$ cat src/rtl/spi_word_packer.sv
// spi_word_packer: packs the SPI receiver's byte stream into WORD_WIDTH-bit
// words and presents each word on a valid/ready handshake. A partial frame is
// dropped after TIMEOUT_CYCLES idle cycles. A byte that arrives while a word
// is still waiting for the consumer is dropped and flagged.
// Optional feature: define SPI_WORD_PACKER_CHECKSUM_EN to expect a trailing
// XOR checksum byte after the data bytes of every frame.
module spi_word_packer #(
  parameter int unsigned WORD_WIDTH     = 64,
  parameter bit          MSB_FIRST      = 1'b1,
  parameter int unsigned TIMEOUT_CYCLES = 100_000
) (
  input  logic                                clk_in,
  input  logic                                rst_in,
  input  logic [7:0]                          data_in,
  input  logic                                valid_in,
  input  logic                                ready_in,
  output logic [WORD_WIDTH-1:0]               word_out,
  output logic                                word_valid_out,
  output logic [$clog2(WORD_WIDTH/8+2)-1:0]   byte_count_out,
  output logic                                busy_out,
  output logic                                timeout_out,
  output logic                                overflow_out,
  output logic                                checksum_err_out
);

  localparam int unsigned BYTES = WORD_WIDTH / 8;
  localparam int unsigned CNT_W = $clog2(BYTES + 2);
  localparam int unsigned TMR_W = $clog2(TIMEOUT_CYCLES);
`ifdef SPI_WORD_PACKER_CHECKSUM_EN
  localparam int unsigned FRAME_LEN = BYTES + 1;
`else
  localparam int unsigned FRAME_LEN = BYTES;
`endif
  localparam logic [CNT_W-1:0] FRAME_LAST = CNT_W'(FRAME_LEN - 1);
  localparam logic [CNT_W-1:0] CNT_FULL   = CNT_W'(BYTES);
  localparam logic [TMR_W-1:0] TMR_LAST   = TMR_W'(TIMEOUT_CYCLES - 1);

  typedef enum logic [1:0] {
    IDLE,
    COLLECT,
    HOLD
  } state_t;

  state_t                state_q, state_d;
  logic [CNT_W-1:0]      count_q, count_d;
  logic [TMR_W-1:0]      timer_q, timer_d;
  logic [WORD_WIDTH-1:0] buf_q, buf_d;
  logic [WORD_WIDTH-1:0] word_q, word_d;
  logic                  wvalid_q, wvalid_d;
  logic                  tout_q, tout_d;
  logic                  ovf_q, ovf_d;
  logic                  accept;
  logic [CNT_W-1:0]      slot;
`ifdef SPI_WORD_PACKER_CHECKSUM_EN
  logic [7:0]            csum_q, csum_d;
  logic                  cerr_q, cerr_d;
`endif

  // Place byte b into slot idx of w, honouring the byte ordering.
  function automatic logic [WORD_WIDTH-1:0] put_slot(
    input logic [WORD_WIDTH-1:0] w,
    input logic [CNT_W-1:0]      idx,
    input logic [7:0]            b
  );
    logic [WORD_WIDTH-1:0] r;
    r = w;
    for (int unsigned i = 0; i < BYTES; i++) begin
      if (idx == CNT_W'(i)) begin
        if (MSB_FIRST) r[WORD_WIDTH-8-8*i +: 8] = b;
        else           r[8*i +: 8]              = b;
      end
    end
    return r;
  endfunction

  // Next-state, datapath and pulse computation.
  always_comb begin
    state_d  = state_q;
    count_d  = count_q;
    timer_d  = timer_q;
    buf_d    = buf_q;
    word_d   = word_q;
    wvalid_d = wvalid_q;
    tout_d   = 1'b0;
    ovf_d    = 1'b0;
    accept   = 1'b0;
    slot     = '0;
`ifdef SPI_WORD_PACKER_CHECKSUM_EN
    csum_d   = csum_q;
    cerr_d   = 1'b0;
`endif

    unique case (state_q)
      IDLE: begin
        if (valid_in) begin
          accept = 1'b1;
          slot   = '0;
        end
      end
      COLLECT: begin
        if (valid_in) begin
          accept = 1'b1;
          slot   = count_q;
        end else if (timer_q == TMR_LAST) begin
          state_d = IDLE;
          count_d = '0;
          timer_d = '0;
          tout_d  = 1'b1;
        end else begin
          timer_d = timer_q + TMR_W'(1);
        end
      end
      HOLD: begin
        if (ready_in) begin
          wvalid_d = 1'b0;
          count_d  = '0;
          state_d  = IDLE;
          if (valid_in) accept = 1'b1;
        end else if (valid_in) begin
          ovf_d = 1'b1;
        end
      end
      default: state_d = IDLE;
    endcase

    // Accepting a byte overrides the handshake's return to IDLE so that a
    // byte on the consume cycle starts the next frame.
    if (accept) begin
      timer_d = '0;
`ifdef SPI_WORD_PACKER_CHECKSUM_EN
      if (slot == FRAME_LAST) begin
        if (data_in == csum_q) begin
          word_d   = buf_q;
          wvalid_d = 1'b1;
          count_d  = CNT_FULL;
          state_d  = HOLD;
        end else begin
          cerr_d  = 1'b1;
          count_d = '0;
          state_d = IDLE;
        end
      end else begin
        buf_d   = put_slot(buf_q, slot, data_in);
        csum_d  = (slot == '0) ? data_in : (csum_q ^ data_in);
        count_d = slot + CNT_W'(1);
        state_d = COLLECT;
      end
`else
      if (slot == FRAME_LAST) begin
        word_d   = put_slot(buf_q, slot, data_in);
        wvalid_d = 1'b1;
        count_d  = CNT_FULL;
        state_d  = HOLD;
      end else begin
        buf_d   = put_slot(buf_q, slot, data_in);
        count_d = slot + CNT_W'(1);
        state_d = COLLECT;
      end
`endif
    end
  end

  // State, datapath and pulse registers.
  always_ff @(posedge clk_in or posedge rst_in) begin
    if (rst_in) begin
      state_q  <= IDLE;
      count_q  <= '0;
      timer_q  <= '0;
      buf_q    <= '0;
      word_q   <= '0;
      wvalid_q <= 1'b0;
      tout_q   <= 1'b0;
      ovf_q    <= 1'b0;
    end else begin
      state_q  <= state_d;
      count_q  <= count_d;
      timer_q  <= timer_d;
      buf_q    <= buf_d;
      word_q   <= word_d;
      wvalid_q <= wvalid_d;
      tout_q   <= tout_d;
      ovf_q    <= ovf_d;
    end
  end

`ifdef SPI_WORD_PACKER_CHECKSUM_EN
  // Running checksum and mismatch pulse.
  always_ff @(posedge clk_in or posedge rst_in) begin
    if (rst_in) begin
      csum_q <= '0;
      cerr_q <= 1'b0;
    end else begin
      csum_q <= csum_d;
      cerr_q <= cerr_d;
    end
  end

  assign checksum_err_out = cerr_q;
`else
  assign checksum_err_out = 1'b0;
`endif

  assign word_out       = word_q;
  assign word_valid_out = wvalid_q;
  assign byte_count_out = count_q;
  assign busy_out       = (state_q == COLLECT);
  assign timeout_out    = tout_q;
  assign overflow_out   = ovf_q;

endmodule

$ cat config.mk
export PLATFORM = sky130hd
export DESIGN_NAME = spi_word_packer
export DESIGN_NICKNAME = d
export VERILOG_FILES = /design/src/rtl/spi_word_packer.sv
export SDC_FILE = /design/constraint.sdc
export NUM_CORES = 1
export LEC_CHECK = 0
export BUFFER_PORTS_ARGS = -buffer_cell sky130_fd_sc_hd__buf_2
export CORE_ASPECT_RATIO = 1.2
export CORE_MARGIN = 3
export CORE_UTILIZATION = 30
export DETAILED_ROUTE_END_ITERATION = 12
export HOLD_SLACK_MARGIN = 0.15
export PLACE_DENSITY = 0.43
export SETUP_SLACK_MARGIN = 0.02
export SLEW_MARGIN = 40
export SYNTH_ARGS = -nofsm -noshare
export SYNTH_HDL_FRONTEND = slang
export SYNTH_SLANG_ARGS = --single-unit
$ cat constraint.sdc
create_clock -name clk_in -period 6 [get_ports clk_in]
set_clock_uncertainty 0.15 [all_clocks]
set_input_delay 0.3 -clock clk_in [delete_from_list [all_inputs] [get_ports clk_in]]
set_output_delay 0.3 -clock clk_in [all_outputs]
set_load 0.1 [all_outputs]
## Word-level counts from Yosys, hierarchy flattened

Cells that the tools add are included.

- Register bits: 146
- Bits of input ports: 12
- Output and inout port bits: 73
- Logic and storage cells: 73

- Mux-type cells: 37
- Eq/ne operators: 15
- Add/sub/neg operators: 2
- Bitwise logic cells: 1
- Reductions and logical operators: 10

Operator list:

| cell | number |
|---|---|
| two-way mux 17 bit | 4 |
| two-way mux 8 bit | 6 |
| two-way mux 4 bit | 7 |
| adder 17 x 1 -> 17 bit, second input constant | 1 |
| == test 17 bit, second input constant | 1 |
| == test 4 x 3 -> 1 bit, second input constant | 4 |
| two-way mux 16 bit | 1 |
| two-way mux 1 bit | 11 |
| two-way mux 2 bit | 5 |
| == test 4 x 2 -> 1 bit, second input constant | 2 |
| case mux 4 bit (2 select lines) | 1 |
| AND reduction 4 bit | 2 |
| case mux 2 bit (3 select lines) | 1 |
| AND reduction 2 bit | 3 |
| adder 4 x 1 -> 4 bit, second input constant | 1 |
| == test 4 x 1 -> 1 bit, second input constant | 1 |
| zero test 4 bit | 1 |
| != test 3 x 1 -> 1 bit, second input constant | 1 |
| != test 3 x 2 -> 1 bit, second input constant | 1 |
| != test 3 bit, second input constant | 1 |
| nonzero test 3 bit | 1 |
| == test 2 x 1 -> 1 bit, second input constant | 1 |
| == test 2 bit, second input constant | 1 |
| zero test 2 bit | 1 |
| other kinds (6) | 6 |

## Depth between registers and ports, before layout

Gate-level depths: netlist of run 1.

- Depth in word-level cells: 5
- Gate-level depth with buffers: 10
- Mapped depth without buffers: 8

## Worst setup path after synthesis of run 1

No wires, ideal clock.

- Kind: register to register
- Start point: register count_q[0], in the netlist byte_count_out[0]
- End point: register buf_q[32]
- Stages on the path, launching flop included: 8
- Library setup time: 0.125 ns
- Path buffers: 1
- Clock period less this slack: 2.685 ns
- Slack: 3.315 ns
- Data required time: 5.725 ns
- Arrival: 2.410 ns
- Cells stage by stage: dfrtp_1 > nand2_1 > inv_1 > ha_1 > o21ai_0 > clkbuf_4 > nor2_8 > mux2_4

- Longest elaborated chain between the ends: 5
- Elaborated cells between the ends (all ways): 7
- Those cells by class: eq/ne: 2; mux: 3; bitwise: 1; reduce/logical: 1

RTL lines:

| item | line | text |
|---|---|---|
| start, declared | 45 | `logic [CNT_W-1:0] count_q, count_d;` |
| start signal, assigned | 176 | `count_q <= count_d;` |
| two-way mux 4 bit * | 101 | `if (valid_in) begin` |
| two-way mux 4 bit * | -- |  |
| == test 4 x 3 -> 1 bit | 149 | `if (slot == FRAME_LAST) begin` |
| inverter 1 bit (no line) | -- |  |
| AND reduction 2 bit (no line) | -- |  |
| end signal, assigned | 178 | `buf_q <= buf_d;` |
| end, declared | 47 | `logic [WORD_WIDTH-1:0] buf_q, buf_d;` |

Mark *: on every way between the ends. The rest lies on a longest branch, timed or not.
A chain may end at the register's enable or synchronous reset.

## Final worst setup path of run 1

- Start point: register state_q[1]
- End point: register buf_q[18]

- Longest elaborated chain between the ends: 5
- Elaborated cells between the ends (all ways): 11
- Those cells by class: eq/ne: 4; mux: 3; bitwise: 1; reduce/logical: 3

RTL lines:

| item | line | text |
|---|---|---|
| start, declared | 44 | `state_t state_q, state_d;` |
| start signal, assigned | 175 | `state_q <= state_d;` |
| == test 2 x 1 -> 1 bit | 93 | `unique case (state_q)` |
| two-way mux 4 bit | -- |  |
| == test 4 x 3 -> 1 bit | 149 |  |
| inverter 1 bit (no line) | -- |  |
| AND reduction 2 bit (no line) | -- |  |

Parallel ways exist; a longest one is shown, timed or not.

==> run summary, run 1 <==
CP endpoint kind -> register
Placement Setup Slack -> 2770 ps
Die height -> 171 µm
Max VDD drop -> 0.174 mV
Cells after Synth -> 545
Number of flops mapped to enable cells by yosys -> 0
Synth async-reset ratio -> 1.00
Core area -> 22000 µm²
Syn_nets -> 562
Period utilisation layout -> 0.537
Worst Hold Launch -> valid_in
Vias in the first global route -> 4407
Mapped cell area -> 6820 µm²
Io pins -> 85
DRT antenna net count -> 0
Mean routed wirelength per cell -> 17.3 µm
Grt ovf -> 0
Hold Path Class -> input port to register
Crit path launch -> state_q[1]
Max-slew headroom -> 0.454
Max incr delay on CP -> 590 ps
Max Clk Rate -> 310 MHz
Worst-margin pin slew -> 816 ps
CTS Hold Bufs -> 3
Later-pin clock latency in the skew report -> 420 ps
R2R Path Start -> state_q[1]
Global placer's final weighted congestion -> 0.779
1st-iter DRT viols -> 172
Max-Cap Viols -> 0
Slew Limit Fails -> 0
Final Setup Violations -> 0
Vias per cell -> 4.73
First-pass GRT wire length -> 25500 µm
Mean Syn Cell Area -> 12.5 µm²
Fin area -> 8050 µm²
Leakage -> 0.00414 µW
Top_reg_cell synth -> dfrtp_1
Post-synthesis register bit count -> 146
CP Cell Sequence -> and3b_4 > nand2_1 > inv_1 > ha_1 > nand3_4 > nand2_8 > nor2_8 > mux2_4
Nets -> 639
# rows -> 59
RSZ-0062 raised after global routing -> no
Non-filler cells, final -> 909
Largest net degree at the start of global routing -> 80
CTS tree -> built
Worst endpoint required time -> 6150 ps
Inst Count DP -> 874
Yosys cell types -> 49
Hpwl dp -> 10400 µm
Layout cells sized above 1 -> 0.318
Maximum clock insertion buffer count -> 2
Die Width -> 144 µm
Root Buffer -> clkbuf_16
DRC viols -> 0
CP startpoint kind -> register
Setup TNS -> 0 ps
Final-report hold violation count -> 0
Setup ws final -> 2780 ps
YS warnings -> 0
Crit path kind -> register to register
Antenna diodes -> 0
Die area -> 24600 µm²
Fillers -> 2157
Gr usage total -> 0.135
Critical path arrival -> 3370 ps
Crit path buf inv count -> 1
Drt total wl -> 15700 µm
Register area share after synthesis -> 0.536
Vias -> 4303
TritonCTS buffer count -> 17
CP max-delay cell -> nand3_4
Clock sink count -> 146
Syn-to-layout area delta -> 18.1%
Starting Density -> 0.310
Port bufs -> 83
Initial antenna violation count -> 0
CP delay by family, top -> simple AND/OR/NAND/NOR gates
Status -> finished clean
First-pass iteration count of the detailed router -> 4
Power density cells -> 309 nW/µm²
Crit path max fanout -> 69
Post-DP Area -> 7430 µm²
H-Tree Level Count -> 4
Min cycle time layout -> 3220 ps
Reg clk slew, reported paths -> 60 ps
# resized after CTS -> 0
# Post-CTS Setup Buffers -> 0
[final cells by class]
class	instances	area (µm²)	share of cell area
Multi-Input combinational cell	358	2940	0.365
Tap cell	274	343	0.0426
Sequential cell	146	3650	0.454
Timing Repair Buffer	92	494	0.0614
Inverter	7	31.3	0.00389
Clock buffer	21	460	0.0572
Clock inverter	11	129	0.0160
[final timing paths]
check	to	slack (ps)	cells after the start
min reg2reg	word_out[48]	330	2
max reg2reg	buf_q[18]	2780	8
max in group asynchronous	buf_q[11]	4190	4
min	timeout_out	180	3
max	buf_q[18]	2780	8
min in group asynchronous	buf_q[36]	400	3
[cell usage in the layout (no fill, tap or decap), drive strengths merged, types with 2 or more instances in the layout]
| cell type | instances |
|---|---|
| inv | 8 |
| buf | 89 |
| a21o | 5 |
| nand4 | 6 |
| mux2i | 57 |
| o22ai | 2 |
| ha | 5 |
| o22a | 2 |
| nand2b | 3 |
| and4 | 2 |
| dlygate4sd3 | 3 |
| clkinvlp | 5 |
| nand3 | 8 |
| clkinv | 3 |
| mux2 | 64 |
| a211oi | 2 |
| a22o | 2 |
| bufinv | 2 |
| nor4b | 2 |
| a21oi | 2 |
| and3 | 5 |
| nand2 | 72 |
| nor2 | 25 |
| nor2b | 2 |
| xor2 | 11 |
| o21ai | 63 |
| clkbuf | 21 |
| nor4 | 3 |
| and2 | 3 |
| dfrtp | 146 |
[sequential cells by signal, indices dropped and copies added (netlist names)]
name,flops
timer_q,17
buf_q,56
timeout_out,1
word_out,64
overflow_out,1
word_valid_out,1
byte_count_out,4
state_q,2
[power breakdown]
group          total (µW)  switching, µW  internal, µW
clock network        1070            433           636
logic                 308            157           151
registers            1110           48.4          1060
total                2490            638          1850
[Yosys cell counts (2+ instances only)]
master / number / area [µm²]
a211oi_2: 2 / 25.0
mux2_4: 56 / 841
nor4b_1: 2 / 17.5
a22o_1: 2 / 17.5
nand3_1: 7 / 35.0
buf_12: 2 / 40.0
a21o_1: 5 / 37.5
nand2b_1: 3 / 18.8
inv_1: 7 / 26.3
nand2_1: 71 / 267
and3_1: 3 / 18.8
clkbuf_1: 20 / 75.1
ha_1: 5 / 62.6
o21ai_0: 63 / 315
and3_4: 2 / 22.5
mux2i_1: 57 / 571
o22ai_1: 2 / 12.5
nand4_1: 6 / 37.5
and4_1: 2 / 17.5
clkbuf_4: 4 / 30.0
a21oi_1: 2 / 10.0
nor4_1: 2 / 12.5
buf_6: 2 / 22.5
nor2_1: 19 / 71.3
and2_1: 3 / 18.8
o22a_1: 2 / 17.5
buf_2: 5 / 25.0
mux2_2: 8 / 90.1
nor2_8: 6 / 120
dfrtp_1: 146 / 3650
xor2_1: 11 / 96.3
[metal layers]
| layer | wire, µm | GRT usage |
|---|---|---|
| met5 | 0 | 0 |
| met4 | 317 | 0.0541 |
| met3 | 461 | 0.0296 |
| met2 | 7690 | 0.213 |
| met1 | 7270 | 0.179 |
[cell families after synthesis]
group | count (synthesis) | share of synthesized area
multiplexers | 121 | 0.220
AO/OA/AOI/OAI | 83 | 0.0720
buffers and inverters | 41 | 0.0332
AND/OR/NAND/NOR | 136 | 0.113
flip-flops | 146 | 0.536
XOR/XNOR | 12 | 0.0154
adder cells (fa/ha/maj) | 5 | 0.00918
other | 1 | 0.000550
[metrics by stage]
step / power (µW) / utilization / hold slack, ps
floorplan: 1360 / - / 220
global placement: 1440 / 0.337 / 313
detailed placement: 1440 / 0.338 / 319
CTS: 2520 / 0.366 / 157
global route: 2600 / 0.366 / 183
finish: 2490 / 0.366 / 179
[worst reg2reg max path, stage by stage, from the launching register on]
cell	delay, ps
dfrtp_1	520
and3b_4	420
nand2_1	140
inv_1	110
ha_1	270
nand3_4	590
nand2_8	480
nor2_8	100
mux2_4	330
(Power assumes the default switching activity.)
==> inputs of run 2 (changes only) <==
- PLACE_DENSITY: 0.43 -> 0.44
- clock period: 6 -> 2.6 ns (I/O delays scaled with it)
==> run summary, run 2 (synthesis results as in run 1) <==
Gr usage total -> 0.136 (+0.00159)
Global placer's final weighted congestion -> 0.800 (+2.7%)
Finished Core Util -> 0.374 (+0.00830)
Reg clk slew, reported paths -> 60 ps (about the same)
Mean routed wirelength per cell -> 17.2 µm (-0.49%)
Core area -> 22000 µm² (unchanged)
Max incr delay on CP -> 530 ps (-60 ps)
Vias in the first global route -> 4564 (+3.6%)
Drt total wl -> 15900 µm (+1.2%)
Later-pin clock latency in the skew report -> 420 ps (about the same)
Period utilisation layout -> 0.909
CP max-delay cell -> dlygate4sd3_1
Die area -> 24600 µm² (unchanged)
# Post-CTS Setup Buffers -> 0 (unchanged)
R2R Path Start -> state_q[0]
Min cycle time layout -> 2360 ps
TritonCTS buffer count -> 17 (unchanged)
Largest net degree at the start of global routing -> 80 (unchanged)
DRT antenna net count -> 0 (unchanged)
Nets -> 655 (+2.5%)
Starting Density -> 0.310 (unchanged)
Clock sink count -> 146 (unchanged)
Power density cells -> 702 nW/µm² (+130%)
Initial antenna violation count -> 0 (unchanged)
Setup TNS -> 0 ps (unchanged)
Die Width -> 144 µm (unchanged)
H-Tree Level Count -> 4 (unchanged)
1st-iter DRT viols -> 200 (+16%)
Worst reg2reg path depth -> 8 (unchanged)
Antenna diodes -> 0 (unchanged)
Status -> finished clean
First-pass iteration count of the detailed router -> 4 (unchanged)
CP delay by family, top -> simple AND/OR/NAND/NOR gates
Pwr Total -> 5780 µW (+130%)
Root Buffer -> clkbuf_16
Commonest non-fill, non-tap cell in the layout -> dfrtp_1
DRC viols -> 0 (unchanged)
Final hold slack -> 254 ps (+74.5 ps)
Slew Limit Fails -> 0 (unchanged)
RSZ-0062 raised after global routing -> no
Max VDD drop -> 0.423 mV (+140%)
Max-slew headroom -> 0.605 (+0.151)
Max-Cap Viols -> 0 (unchanged)
Die height -> 171 µm (unchanged)
CP startpoint kind -> input port
First-pass GRT wire length -> 25900 µm (+1.5%)
Worst endpoint required time -> 2750 ps (-3400 ps)
Leakage -> 0.00423 µW (+2.3%)
Critical path arrival -> 2510 ps (-860 ps)
# rows -> 59 (unchanged)
Post-DP Area -> 7510 µm² (+1.2%)
Crit path max fanout -> 9 (-87%)
Commonest non-fill, non-tap cells in the layout -> dfrtp_1, buf_2, nand2_1, o21ai_0, mux2i_1
Io pins -> 85 (unchanged)
CP endpoint kind -> register
Worst-margin pin slew -> 591 ps (-225 ps)
Hpwl dp -> 10700 µm (+2.0%)
Fin area -> 8230 µm² (+2.3%)
CP Cell Sequence -> dlygate4sd3_1 > buf_2 > and3b_4 > nand2_1 > inv_1 > ha_1 > nand3_4 > nand2_8 > nor2_8 > mux2_4
Max Clk Rate -> 423 MHz
Grt ovf -> 0 (unchanged)
Final Setup Violations -> 0 (unchanged)
Syn-to-layout area delta -> 20.7%
Hold Path Class -> input port to asynchronous set/reset pin
Vias -> 4325 (+0.51%)
Layout cells sized above 1 -> 0.323 (+0.00497)
R2r setup slk -> 250 ps (-2530 ps)
Reg-to-reg endpoint -> buf_q[48]
Port bufs -> 83 (unchanged)
Maximum clock insertion buffer count -> 2 (unchanged)
Crit path kind -> input port to register
Vias per cell -> 4.68 (-1.1%)
CTS tree -> built
Crit path buf inv count -> 3 (+2)
Final-report hold violation count -> 0 (unchanged)
Max FFs per register -> 64 (unchanged)
==> run 2: worst min-delay path: stages <==
cell and delay [ps]:
dlygate4sd3_1 530, buf_2 130, clkinvlp_4 100, buf_12 320
==> run 2: metal layers <==
metal | up-vias | wire [µm] | track usage
met5 | - | 0 | 0
met4 | 0 | 189 | 0.0344
met3 | 14 | 503 | 0.0361
met2 | 56 | 7830 | 0.222
met1 | 2182 | 7400 | 0.181
li1 | 2073 | - | -
==> run 2: through the flow <==
step,setup slack (ps),instances
finish,237,924
global route,37.3,924
CTS,220,924
detailed placement,213,881
global placement,304,881
floorplan,108,545
==> run 2: report_power, final <==
part | switching (µW) | internal [µW]
clock network | 942 | 1550
logic | 352 | 362
registers | 119 | 2460
total | 1410 | 4370
==> run 2: final cells by class <==
| type | instances | area, µm² |
|---|---|---|
| clock buffer | 21 | 460 |
| clock inverter | 10 | 134 |
| fill | 2151 | 13800 |
| inverter | 7 | 30.0 |
| multi-input combinational | 358 | 2940 |
| sequential | 146 | 3660 |
| tap | 274 | 343 |
| timing repair buffer | 108 | 671 |
==> run 2: how the worst max path moves through the flow <==
stage	start	end	slack (ps)	cells past startpoint
after global placement	state_q[0]	word_out[36]	300	8
after global routing	state_q[0]	word_out[35]	40	8
final	valid_in	buf_q[48]	240	10
after detailed placement	state_q[0]	word_out[35]	210	8
after CTS	valid_in	word_out[35]	220	10
after floorplan	byte_count_out[2]	buf_q[24]	110	6
==> run 2: repair_timing <==
item                       4_1_cts  5_1_grt
hold buffers                    12        0
resized for setup                0        0
setup endpoints to repair        0        0
hold endpoints to repair       245        0
